===== config.mk =====
export PLATFORM = sky130hd
export DESIGN_NAME = ioctl_ram_arbiter
export DESIGN_NICKNAME = d
export VERILOG_FILES = /design/src/rtl/ioctl_ram_arbiter.sv
export SDC_FILE = /design/constraint.sdc
export NUM_CORES = 1
export LEC_CHECK = 0
export CAP_MARGIN = 20
export CORE_UTILIZATION = 45
export DETAILED_ROUTE_END_ITERATION = 16
export PLACE_DENSITY = 0.88
export SLEW_MARGIN = 20
export SYNTH_ARGS = -nofsm -noshare
export SYNTH_HDL_FRONTEND = slang
export SYNTH_SLANG_ARGS = --single-unit

===== constraint.sdc =====
create_clock -name clk_48_i -period 3.5 [get_ports clk_48_i]
set_input_delay 0.7 -clock clk_48_i [delete_from_list [all_inputs] [get_ports clk_48_i]]
set_output_delay 0.7 -clock clk_48_i [all_outputs]
set_load 0.01 [all_outputs]

===== src/rtl/ioctl_ram_arbiter.sv =====
// ioctl_ram_arbiter
// Shares one single-port synchronous main RAM between the Z80 CPU bus and the
// HPS ioctl download stream. One ioctl byte is buffered and the host is
// throttled with ioctl_wait. The CPU is held in reset for the duration of a
// download whose index matches DL_INDEX.
//
// Ports
//   clk_48_i            system clock, rising edge
//   reset_n_i           asynchronous active-low reset
//   ioctl_download_i    host download active
//   ioctl_index_i [8]   download target index
//   ioctl_wr_i          one-cycle byte strobe
//   ioctl_addr_i  [25]  byte address within the image
//   ioctl_dout_i  [8]   byte data
//   ioctl_wait_o        host must not strobe while high (buffer full)
//   cpu_req_i           CPU request, held until cpu_ack_o
//   cpu_we_i            1 = write, 0 = read
//   cpu_addr_i    [AW]  CPU byte address
//   cpu_wdata_i   [8]   CPU write data
//   cpu_rdata_o   [8]   read data, valid in the cpu_ack_o cycle
//   cpu_ack_o           one-cycle access-complete pulse
//   cpu_hold_o          CPU reset request during a matching download
//   ram_ce_o            RAM cycle enable
//   ram_we_o            RAM write enable (qualifies ram_ce_o)
//   ram_addr_o    [AW]  RAM address (holds when idle)
//   ram_wdata_o   [8]   RAM write data (holds when idle)
//   ram_rdata_i   [8]   RAM read data
//   dl_done_o           one-cycle pulse at end of an accepted download
//   dl_overrun_o        sticky: strobe seen while the buffer was full

module ioctl_ram_arbiter #(
    parameter int unsigned AW       = 16,
    parameter int unsigned RAM_LAT  = 1,
    parameter logic [7:0]  DL_INDEX = 8'h00,
    parameter int unsigned DL_BASE  = 0
) (
    input  logic          clk_48_i,
    input  logic          reset_n_i,
    input  logic          ioctl_download_i,
    input  logic [7:0]    ioctl_index_i,
    input  logic          ioctl_wr_i,
    input  logic [24:0]   ioctl_addr_i,
    input  logic [7:0]    ioctl_dout_i,
    output logic          ioctl_wait_o,
    input  logic          cpu_req_i,
    input  logic          cpu_we_i,
    input  logic [AW-1:0] cpu_addr_i,
    input  logic [7:0]    cpu_wdata_i,
    output logic [7:0]    cpu_rdata_o,
    output logic          cpu_ack_o,
    output logic          cpu_hold_o,
    output logic          ram_ce_o,
    output logic          ram_we_o,
    output logic [AW-1:0] ram_addr_o,
    output logic [7:0]    ram_wdata_o,
    input  logic [7:0]    ram_rdata_i,
    output logic          dl_done_o,
    output logic          dl_overrun_o
);

    localparam int unsigned TW = 26;
    localparam int unsigned CW = 2;
    localparam logic [CW-1:0] LAT_LAST = CW'(RAM_LAT - 1);

    typedef enum logic [1:0] {
        ST_IDLE   = 2'd0,
        ST_DL_WR  = 2'd1,
        ST_CPU_RD = 2'd2,
        ST_CPU_WR = 2'd3
    } state_e;

    state_e          state_q,     state_d;
    logic [CW-1:0]   lat_cnt_q,   lat_cnt_d;
    logic            buf_full_q,  buf_full_d;
    logic [AW-1:0]   buf_addr_q,  buf_addr_d;
    logic [7:0]      buf_data_q,  buf_data_d;
    logic            overrun_q,   overrun_d;
    logic            dl_prev_q;
    logic            hold_q,      hold_d;
    logic            done_q,      done_d;
    logic            ram_ce_q,    ram_ce_d;
    logic            ram_we_q,    ram_we_d;
    logic [AW-1:0]   ram_addr_q,  ram_addr_d;
    logic [7:0]      ram_wdata_q, ram_wdata_d;
    logic            ack_q,       ack_d;
    logic [7:0]      rdata_q,     rdata_d;

    logic            dl_match;
    logic [TW-1:0]   dl_target;
    logic            dl_in_range;
    logic            dl_accept;
    logic            dl_overrun_hit;

    // Download strobe qualification and RAM target computation
    always_comb begin
        dl_match       = ioctl_download_i && (ioctl_index_i == DL_INDEX);
        dl_target      = TW'(ioctl_addr_i) + TW'(DL_BASE);
        dl_in_range    = ((dl_target >> AW) == '0);
        dl_accept      = ioctl_wr_i && dl_match && !buf_full_q && dl_in_range;
        dl_overrun_hit = ioctl_wr_i && dl_match && buf_full_q;
    end

    // Next-state and registered-output logic
    always_comb begin
        state_d     = state_q;
        lat_cnt_d   = lat_cnt_q;
        buf_full_d  = buf_full_q;
        buf_addr_d  = buf_addr_q;
        buf_data_d  = buf_data_q;
        overrun_d   = overrun_q;
        hold_d      = hold_q;
        done_d      = 1'b0;
        ram_ce_d    = 1'b0;
        ram_we_d    = 1'b0;
        ram_addr_d  = ram_addr_q;
        ram_wdata_d = ram_wdata_q;
        ack_d       = 1'b0;
        rdata_d     = rdata_q;

        if (dl_accept) begin
            buf_full_d = 1'b1;
            buf_addr_d = AW'(dl_target);
            buf_data_d = ioctl_dout_i;
        end
        if (dl_overrun_hit) begin
            overrun_d = 1'b1;
        end

        // Hold is released only once the last buffered byte has drained
        if (dl_match && !dl_prev_q) begin
            hold_d = 1'b1;
        end else if (hold_q && !ioctl_download_i && !buf_full_q) begin
            hold_d = 1'b0;
            done_d = 1'b1;
        end

        unique case (state_q)
            ST_IDLE: begin
                if (buf_full_q) begin
                    state_d     = ST_DL_WR;
                    ram_ce_d    = 1'b1;
                    ram_we_d    = 1'b1;
                    ram_addr_d  = buf_addr_q;
                    ram_wdata_d = buf_data_q;
                // A byte landing this cycle gets the next slot; the ack
                // cycle of the previous access is never reused
                end else if (cpu_req_i && !dl_accept && !ack_q) begin
                    ram_ce_d   = 1'b1;
                    ram_addr_d = cpu_addr_i;
                    if (cpu_we_i) begin
                        state_d     = ST_CPU_WR;
                        ram_we_d    = 1'b1;
                        ram_wdata_d = cpu_wdata_i;
                        ack_d       = 1'b1;
                    end else begin
                        state_d   = ST_CPU_RD;
                        lat_cnt_d = '0;
                    end
                end
            end
            ST_DL_WR: begin
                buf_full_d = 1'b0;
                state_d    = ST_IDLE;
            end
            ST_CPU_RD: begin
                if (lat_cnt_q == LAT_LAST) begin
                    rdata_d = ram_rdata_i;
                    ack_d   = 1'b1;
                    state_d = ST_IDLE;
                end else begin
                    lat_cnt_d = lat_cnt_q + CW'(1);
                end
            end
            ST_CPU_WR: begin
                state_d = ST_IDLE;
            end
            default: begin
                state_d = ST_IDLE;
            end
        endcase
    end

    // State and output registers
    always_ff @(posedge clk_48_i or negedge reset_n_i) begin
        if (!reset_n_i) begin
            state_q     <= ST_IDLE;
            lat_cnt_q   <= '0;
            buf_full_q  <= 1'b0;
            buf_addr_q  <= '0;
            buf_data_q  <= '0;
            overrun_q   <= 1'b0;
            dl_prev_q   <= 1'b0;
            hold_q      <= 1'b0;
            done_q      <= 1'b0;
            ram_ce_q    <= 1'b0;
            ram_we_q    <= 1'b0;
            ram_addr_q  <= '0;
            ram_wdata_q <= '0;
            ack_q       <= 1'b0;
            rdata_q     <= '0;
        end else begin
            state_q     <= state_d;
            lat_cnt_q   <= lat_cnt_d;
            buf_full_q  <= buf_full_d;
            buf_addr_q  <= buf_addr_d;
            buf_data_q  <= buf_data_d;
            overrun_q   <= overrun_d;
            dl_prev_q   <= ioctl_download_i;
            hold_q      <= hold_d;
            done_q      <= done_d;
            ram_ce_q    <= ram_ce_d;
            ram_we_q    <= ram_we_d;
            ram_addr_q  <= ram_addr_d;
            ram_wdata_q <= ram_wdata_d;
            ack_q       <= ack_d;
            rdata_q     <= rdata_d;
        end
    end

    assign ioctl_wait_o = buf_full_q;
    assign cpu_rdata_o  = rdata_q;
    assign cpu_ack_o    = ack_q;
    assign cpu_hold_o   = hold_q;
    assign ram_ce_o     = ram_ce_q;
    assign ram_we_o     = ram_we_q;
    assign ram_addr_o   = ram_addr_q;
    assign ram_wdata_o  = ram_wdata_q;
    assign dl_done_o    = done_q;
    assign dl_overrun_o = overrun_q;

endmodule


* Word level (Yosys, flattened, before mapping)
Index checks and enable logic that the tools add are counted.
Word-level totals: flip-flop bits (word level) 68, output and inout bits 39, input port bits 79
Operators by class: equality and inequality tests 9, muxes and demuxes 31, reductions and logical operators 30, add/subtract/negate cells 1
Operators with widths (number):
- 16-bit two-way mux | 2
- 26-bit zero test | 1
- 8-bit two-way mux | 3
- 1-bit two-way mux | 16
- 2-bit two-way mux | 7
- 1-bit logical AND | 10
- 2-bit inequality test (second input constant) | 5
- 2-bit nonzero test | 5
- 8-bit zero test | 1
- 2-bit one-hot mux with 3 select lines | 1
- 2-bit AND reduction | 3
- 1-bit zero test | 5
- 5-bit AND reduction | 1
- 2-bit == test (second input constant) | 2
- 2-bit zero test | 2
- 2-bit one-hot mux with 2 select lines | 1
- 3-bit inequality test (second input constant) | 1
- 3-bit AND reduction | 1
- 2-bit by 1-bit adder with 2-bit output (second input constant) | 1
- 2-bit by 1-bit == test with 1-bit output (second input constant) | 1
- 1-bit one-hot mux with 2 select lines | 1
- 2-bit OR reduction | 1

* Logic depth before layout (Yosys ltp)
Gate-level depths: netlist of the first run.
word-level depth 11, gate-level depth with buffers 7, mapped depth without buffers 6

* Worst setup path after synthesis of the first run
No wires, ideal clock.
path type in2reg, from input port ioctl_addr_i[21], to register buf_addr_q[0], required time 3.373 ns, slack 1.053 ns, arrival time 2.319 ns, stages 6, library setup time 0.127 ns, cell sequence or4_4 nor4_4 and2_1 buf_4 buf_6 mux2_1
Between the ends: cells in the longest elaborated chain, start to end 2
Ends and longest elaborated chain:
- from (decl) | line 42 | input logic [24:0] ioctl_addr_i,
- 26-bit zero test | line 98 | dl_in_range = ((dl_target >> AW) == '0);
- 1-bit logical AND | line 99 | dl_accept = ioctl_wr_i && dl_match && !buf_full_q && dl_in_range;
- to (signal assigned) | line 205 | buf_addr_q <= buf_addr_d;
- to (decl) | line 75 | logic [AW-1:0] buf_addr_q, buf_addr_d;
Every way passes these cells. A chain may end at the register's enable or synchronous reset.

* Worst setup path after layout of the first run
from input port ioctl_addr_i[21], to register buf_addr_q[14]
Same word-level chain as after synthesis.

==> flow_summary.ini, run 1 <==
[synthesis]
syn_area_sq_um = 2940
synth_seq_area_share = 0.578
synth_commonest_cells = 68 x dfrtp_1, 47 x mux2_2, 23 x inv_1
synth.avg_cell_area_sq_um = 13.4
syn_nets = 300
ys_ff_latch = 68
synth-edff-count = 0
synthFlopType = dfrtp_1
yosys_warnings = 0
synth_top_area_cell = dfrtp_1
synth_most_common_cell = dfrtp_1
async_flop_share = 1.00
netlist_instances = 220
synth_area_leaders = dfrtp_1 58%, mux2_2 18%, mux2_1 6.5%, inv_1 2.9%, a221oi_1 2.4%
synth_cell_types = 34
synth_top_area_frac = 0.578

[cells_and_area]
syn_to_final_growth_pct = 50.0
seqCellArea_sq_um = 1700
finalNetCount = 426
n_antenna_cell = 0
final_cells = 428
nFillCells = 456
final_area_sq_um = 4410
drive_gt1_frac = 0.214
multi_input_area_sq_um = 1090

[route]
ant_nets = 0
via_count = 2158
viasPerCell = 5.04
wl_per_cell_um = 14.8
first_pass_iters = 4
wl_mm = 6.33
drtIter0Drc = 83
drcViolationCount = 0

[outcome]
status = finished clean

[sta]
setup_violations = 0
final_hold_viol_count = 0
drv_slew = 0
hold_slack_ps = 403
worst_slack_ps = 910
rsz0062_at_grt = no
min_period_over_period = 0.740
period_minus_slack_ps = 2590
fin_skew_ps = 5.17
tns_ps = 0
relSlewSlack = 0.406
tightest_slew_ps = 886
fmax_mhz = 386

[place]
place_inst = 412
place_ws_ps = 570
port_buffers = 117
hpwl_mm = 4.81
routabilityCongestion = 0.821
postPlaceCellArea_sq_um = 4200

[global_route]
grt_overflow = 0
antenna_found_initial = 0
grt_pass1_wl_mm = 10.7
grt_pass1_vias = 2304
grt_max_degree = 35
grt_usage = 0.198

[clock_network]
insertion_delay_ps = 330
cts_inserted_buffers = 9
post_cts_buffers = 0
ctsResizeCount = 0
cts_max_level = 3
ctsHoldBuffers = 0
clockBufferDepth = 2
cts_root_buf = clkbuf_8
cts.sink_count = 68
path_clk_slew_ps = 70
cts_tree = built

[floorplanning]
die_y_um = 82.9
core-area_sq_um = 6310
die_w_um = 82.9
io_pins = 118
die-area_sq_um = 6870
num_rows = 29
initial_core_util = 0.466

[critical_path]
crit_path_end_kind = register
crit_fanout = 14
worst_r2r_path_depth = 6
critical_path_class = in -> reg
worstPathArrival_ps = 2800
crit_required_ps = 3710
reg2reg_to = buf_addr_q[14]
start_kind = input pin
max_stage_delay_ps = 540
slowest_stage = or4_4
worstReg2RegStart = ioctl_wait_o
path_cells = clkdlybuf4s50_1, or4_4, nor4_4, and2_1, buf_4, mux2_2
ff2ff_setup_slack_ps = 1040

[power]
leakage_nw = 2.04
power_density_nw_per_um2 = 647
vdd_drop_max_mv = 0.395

[run]
cap_violations = 0

[hold_path]
hold_class = in -> async
[cell families after synthesis]
group	after synthesis	share of synthesized area
flip-flops	68	0.578
AND/OR/NAND/NOR	31	0.0625
multiplexers	64	0.245
adder cells (fa/ha/maj)	1	0.00425
AO/OA/AOI/OAI	24	0.0600
buffers and inverters	32	0.0502
[worst max-delay path: cells and delay by family]
kind | cells | cell delay, ps
buffers and inverters | 2 | 620
multiplexers | 1 | 360
AND/OR/NAND/NOR | 3 | 1120
[layer usage]
metal | part of all wire | global-route usage
met1 | 0.42 | 0.235
met2 | 0.49 | 0.340
met3 | 0.063 | 0.0547
met5 | 0 | 0
met4 | 0.021 | 0.0815
[worst max-delay path by stage]
| stage | startpoint | to | slack (ps) |
|---|---|---|---|
| finish | ioctl_addr_i[21] | buf_addr_q[14] | 910 |
| global route | ioctl_addr_i[21] | buf_addr_q[8] | 800 |
| CTS | ioctl_addr_i[21] | buf_addr_q[14] | 920 |
| detailed placement | ioctl_addr_i[21] | buf_addr_q[9] | 570 |
| global placement | ioctl_addr_i[21] | buf_addr_q[14] | 610 |
| floorplan | ioctl_addr_i[21] | buf_addr_q[0] | 1050 |
[layout by cell type, fill, tap and decap left out, types with 2 or more instances in the layout]
master / n
clkdlybuf4s50_1: 116
dfrtp_1: 68
mux2_2: 47
inv_1: 23
mux2_1: 17
nor2_1: 11
clkbuf_8: 10
a221oi_1: 8
buf_4: 7
nand2_1: 6
o21ai_0: 4
a21oi_1: 3
clkinv_2: 3
nor4_1: 2
nor3b_1: 2
a211oi_1: 2
bufinv_16: 2
[power breakdown]
group	switching, mW	total [mW]	internal, mW
Sequential	0.116	1.12	1.01
Combinational	0.391	1.04	0.646
Clock	0.278	0.695	0.417
[metrics by stage]
step	util	total power, mW
after global routing	0.699	3.02
after floorplan	-	1.60
after CTS	0.699	2.90
after global placement	0.665	2.16
final	0.699	2.86
after detailed placement	0.665	2.19
[area by class of cell]
class	instances	share of cell area
Clock buffer	11	0.0320
Inverter	23	0.0196
Timing Repair Buffer	124	0.276
Tap cell	77	0.0218
Clock inverter	5	0.0170
Sequential cell	68	0.386
Multi-Input combinational cell	120	0.248
[flip-flops by register name (all words and copies together), names as in the netlist]
name,flops
buf_addr_q,16
cpu_ack_o,1
buf_data_q,8
state_q,2
dl_done_o,1
ioctl_wait_o,1
dl_overrun_o,1
cpu_hold_o,1
lat_cnt_q,2
dl_prev_q,1
cpu_rdata_o,8
ram_wdata_o,8
ram_addr_o,16
ram_ce_o,1
ram_we_o,1
No activity file was read; power rests on OpenSTA's default activity.
==> inputs of run 2 (changes only) <==
--- a/config.mk
+++ b/config.mk
@@ -6,9 +6,9 @@
 export NUM_CORES = 1
 export LEC_CHECK = 0
 export CAP_MARGIN = 20
-export CORE_UTILIZATION = 45
+export CORE_UTILIZATION = 39
 export DETAILED_ROUTE_END_ITERATION = 16
-export PLACE_DENSITY = 0.88
+export PLACE_DENSITY = 0.81
 export SLEW_MARGIN = 20
 export SYNTH_ARGS = -nofsm -noshare
 export SYNTH_HDL_FRONTEND = slang
==> constraint.sdc (replaced) <==
create_clock -name clk_48_i -period 2.3 [get_ports clk_48_i]
set_input_delay 0.46 -clock clk_48_i [delete_from_list [all_inputs] [get_ports clk_48_i]]
set_output_delay 0.46 -clock clk_48_i [all_outputs]
set_load 0.01 [all_outputs]
==> flow_summary.ini, run 2 (same netlist as run 1, synthesis figures left out) <==
[clock_network]
clockBufferDepth = 2
cts_root_buf = clkbuf_8
cts_max_level = 3
insertion_delay_ps = 340
ctsHoldBuffers = 0
cts.sink_count = 68
cts_tree = built
cts_inserted_buffers = 9
path_clk_slew_ps = 80

[sta]
min_period_over_period = 0.994
final_hold_viol_count = 0
tightest_slew_ps = 570
rsz0062_at_grt = no
setup_violations = 0
fmax_mhz = 437
fin_skew_ps = 6.95
period_minus_slack_ps = 2290
drv_slew = 0
worst_slack_ps = 13.8
relSlewSlack = 0.619

[critical_path]
critical_path_class = in -> reg
worstReg2RegStart = ioctl_wait_o
crit_fanout = 12
crit_required_ps = 2520
worstPathArrival_ps = 2510
cp-startpoint = ioctl_addr_i[23]
slowest_stage = or4_4
start_kind = input pin
path_cells = clkdlybuf4s50_1, or4_4, nor4_4, and2_2, clkbuf_16, mux2_1
crit_path_end_kind = register
max_stage_delay_ps = 540

[global_route]
grt_max_degree = 69
grt_overflow = 0
grt_usage = 0.177
grt_pass1_wl_mm = 10.3
grt_pass1_vias = 2173
antenna_found_initial = 0

[power]
vdd_drop_max_mv = 0.506
clkPwrFrac = 0.265
p_int_mw = 3.31
power_density_nw_per_um2 = 979
seqPwrFrac = 0.376
switching_share = 0.271
p_sw_mw = 1.23
total_power_mw = 4.54
leakage_nw = 2.11
comb_power_share = 0.360

[place]
routabilityCongestion = 0.772
place_ws_ps = -354
hpwl_mm = 4.70
port_buffers = 117

[hold_path]
hold_class = in -> async

[floorplanning]
die_w_um = 88.9
die-area_sq_um = 7900
die_y_um = 88.9
io_pins = 118
core-area_sq_um = 7290
initial_core_util = 0.404
num_rows = 31

[route]
wl_per_cell_um = 14.3
first_pass_iters = 4
ant_nets = 0
drtIter0Drc = 99
drcViolationCount = 0
wl_mm = 6.55
via_count = 2190
viasPerCell = 4.79

[outcome]
status = finished clean

[run]
cap_violations = 0

[cells_and_area]
syn_to_final_growth_pct = 57.6
finalNetCount = 433
drive_gt1_frac = 0.265
layout_common_cells = 116 x clkdlybuf4s50_1, 68 x dfrtp_1, 47 x mux2_2, 23 x inv_1, 11 x nor2_1
n_antenna_cell = 0
final_common_cell = clkdlybuf4s50_1
nFillCells = 604
## run 2: worst paths after layout
| path | endpoint | slack, ps | cells after the start |
|---|---|---|---|
| max reg2reg | buf_addr_q[6] | 260 | 5 |
| min reg2reg | dl_overrun_o | 470 | 1 |
| max | buf_addr_q[6] | 10 | 6 |
| max in group asynchronous | ram_addr_o[8] | 1870 | 2 |
| min in group clk_48_i | dl_overrun_o | 470 | 1 |
| min | ram_wdata_o[4] | 140 | 2 |
## run 2: what timing repair did
item | in CTS | in global routing
resized for setup | 0 | 2
buffers inserted | 0 | 0
endpoints found under the setup margin | 0 | 18
## run 2: per-stage QoR
step                      instances  instance area (sq um)  hold slack [ps]  setup TNS (ps)  utilization
after CTS                       456                   4610              150               0        0.632
after global placement          440                   4360              442          -13540        0.597
after floorplan                 220                   2990              164               0            -
after global routing            457                   4640              167               0        0.636
after detailed placement        440                   4360              452          -15090        0.597
final                           457                   4640              140               0        0.636
## run 2: metal layers
metal | up-vias | GRT usage | part of all wire
li1 | 1048 | - | -
met1 | 1053 | 0.210 | 0.42
met2 | 76 | 0.299 | 0.49
met3 | 13 | 0.0485 | 0.070
met4 | 0 | 0.0821 | 0.022
met5 | - | 0 | 0
## run 2: final cells by class
cell class              instances  area [sq um]  share of cell area
clock buffers                  10           138              0.0297
clock inverters                 6           111              0.0240
inverters                      23          86.3              0.0186
multi-input cells             120          1140               0.245
flip-flops and latches         68          1700               0.367
well taps                      99           124              0.0267
repair buffers                131          1340               0.289
## run 2: power groups by stage
stage	Sequential [mW]	Combinational, mW	Clock (mW)
floorplan	1.86	0.571	0
global placement	1.71	1.60	0
detailed placement	1.73	1.64	0
CTS	1.71	1.65	1.23
global route	1.75	1.77	1.28
finish	1.70	1.63	1.20
## run 2: critical path, delay by kind of cell
family        cells  cell delay (ps)
mux               1              320
simple gates      3             1120
buf+inv           2              600
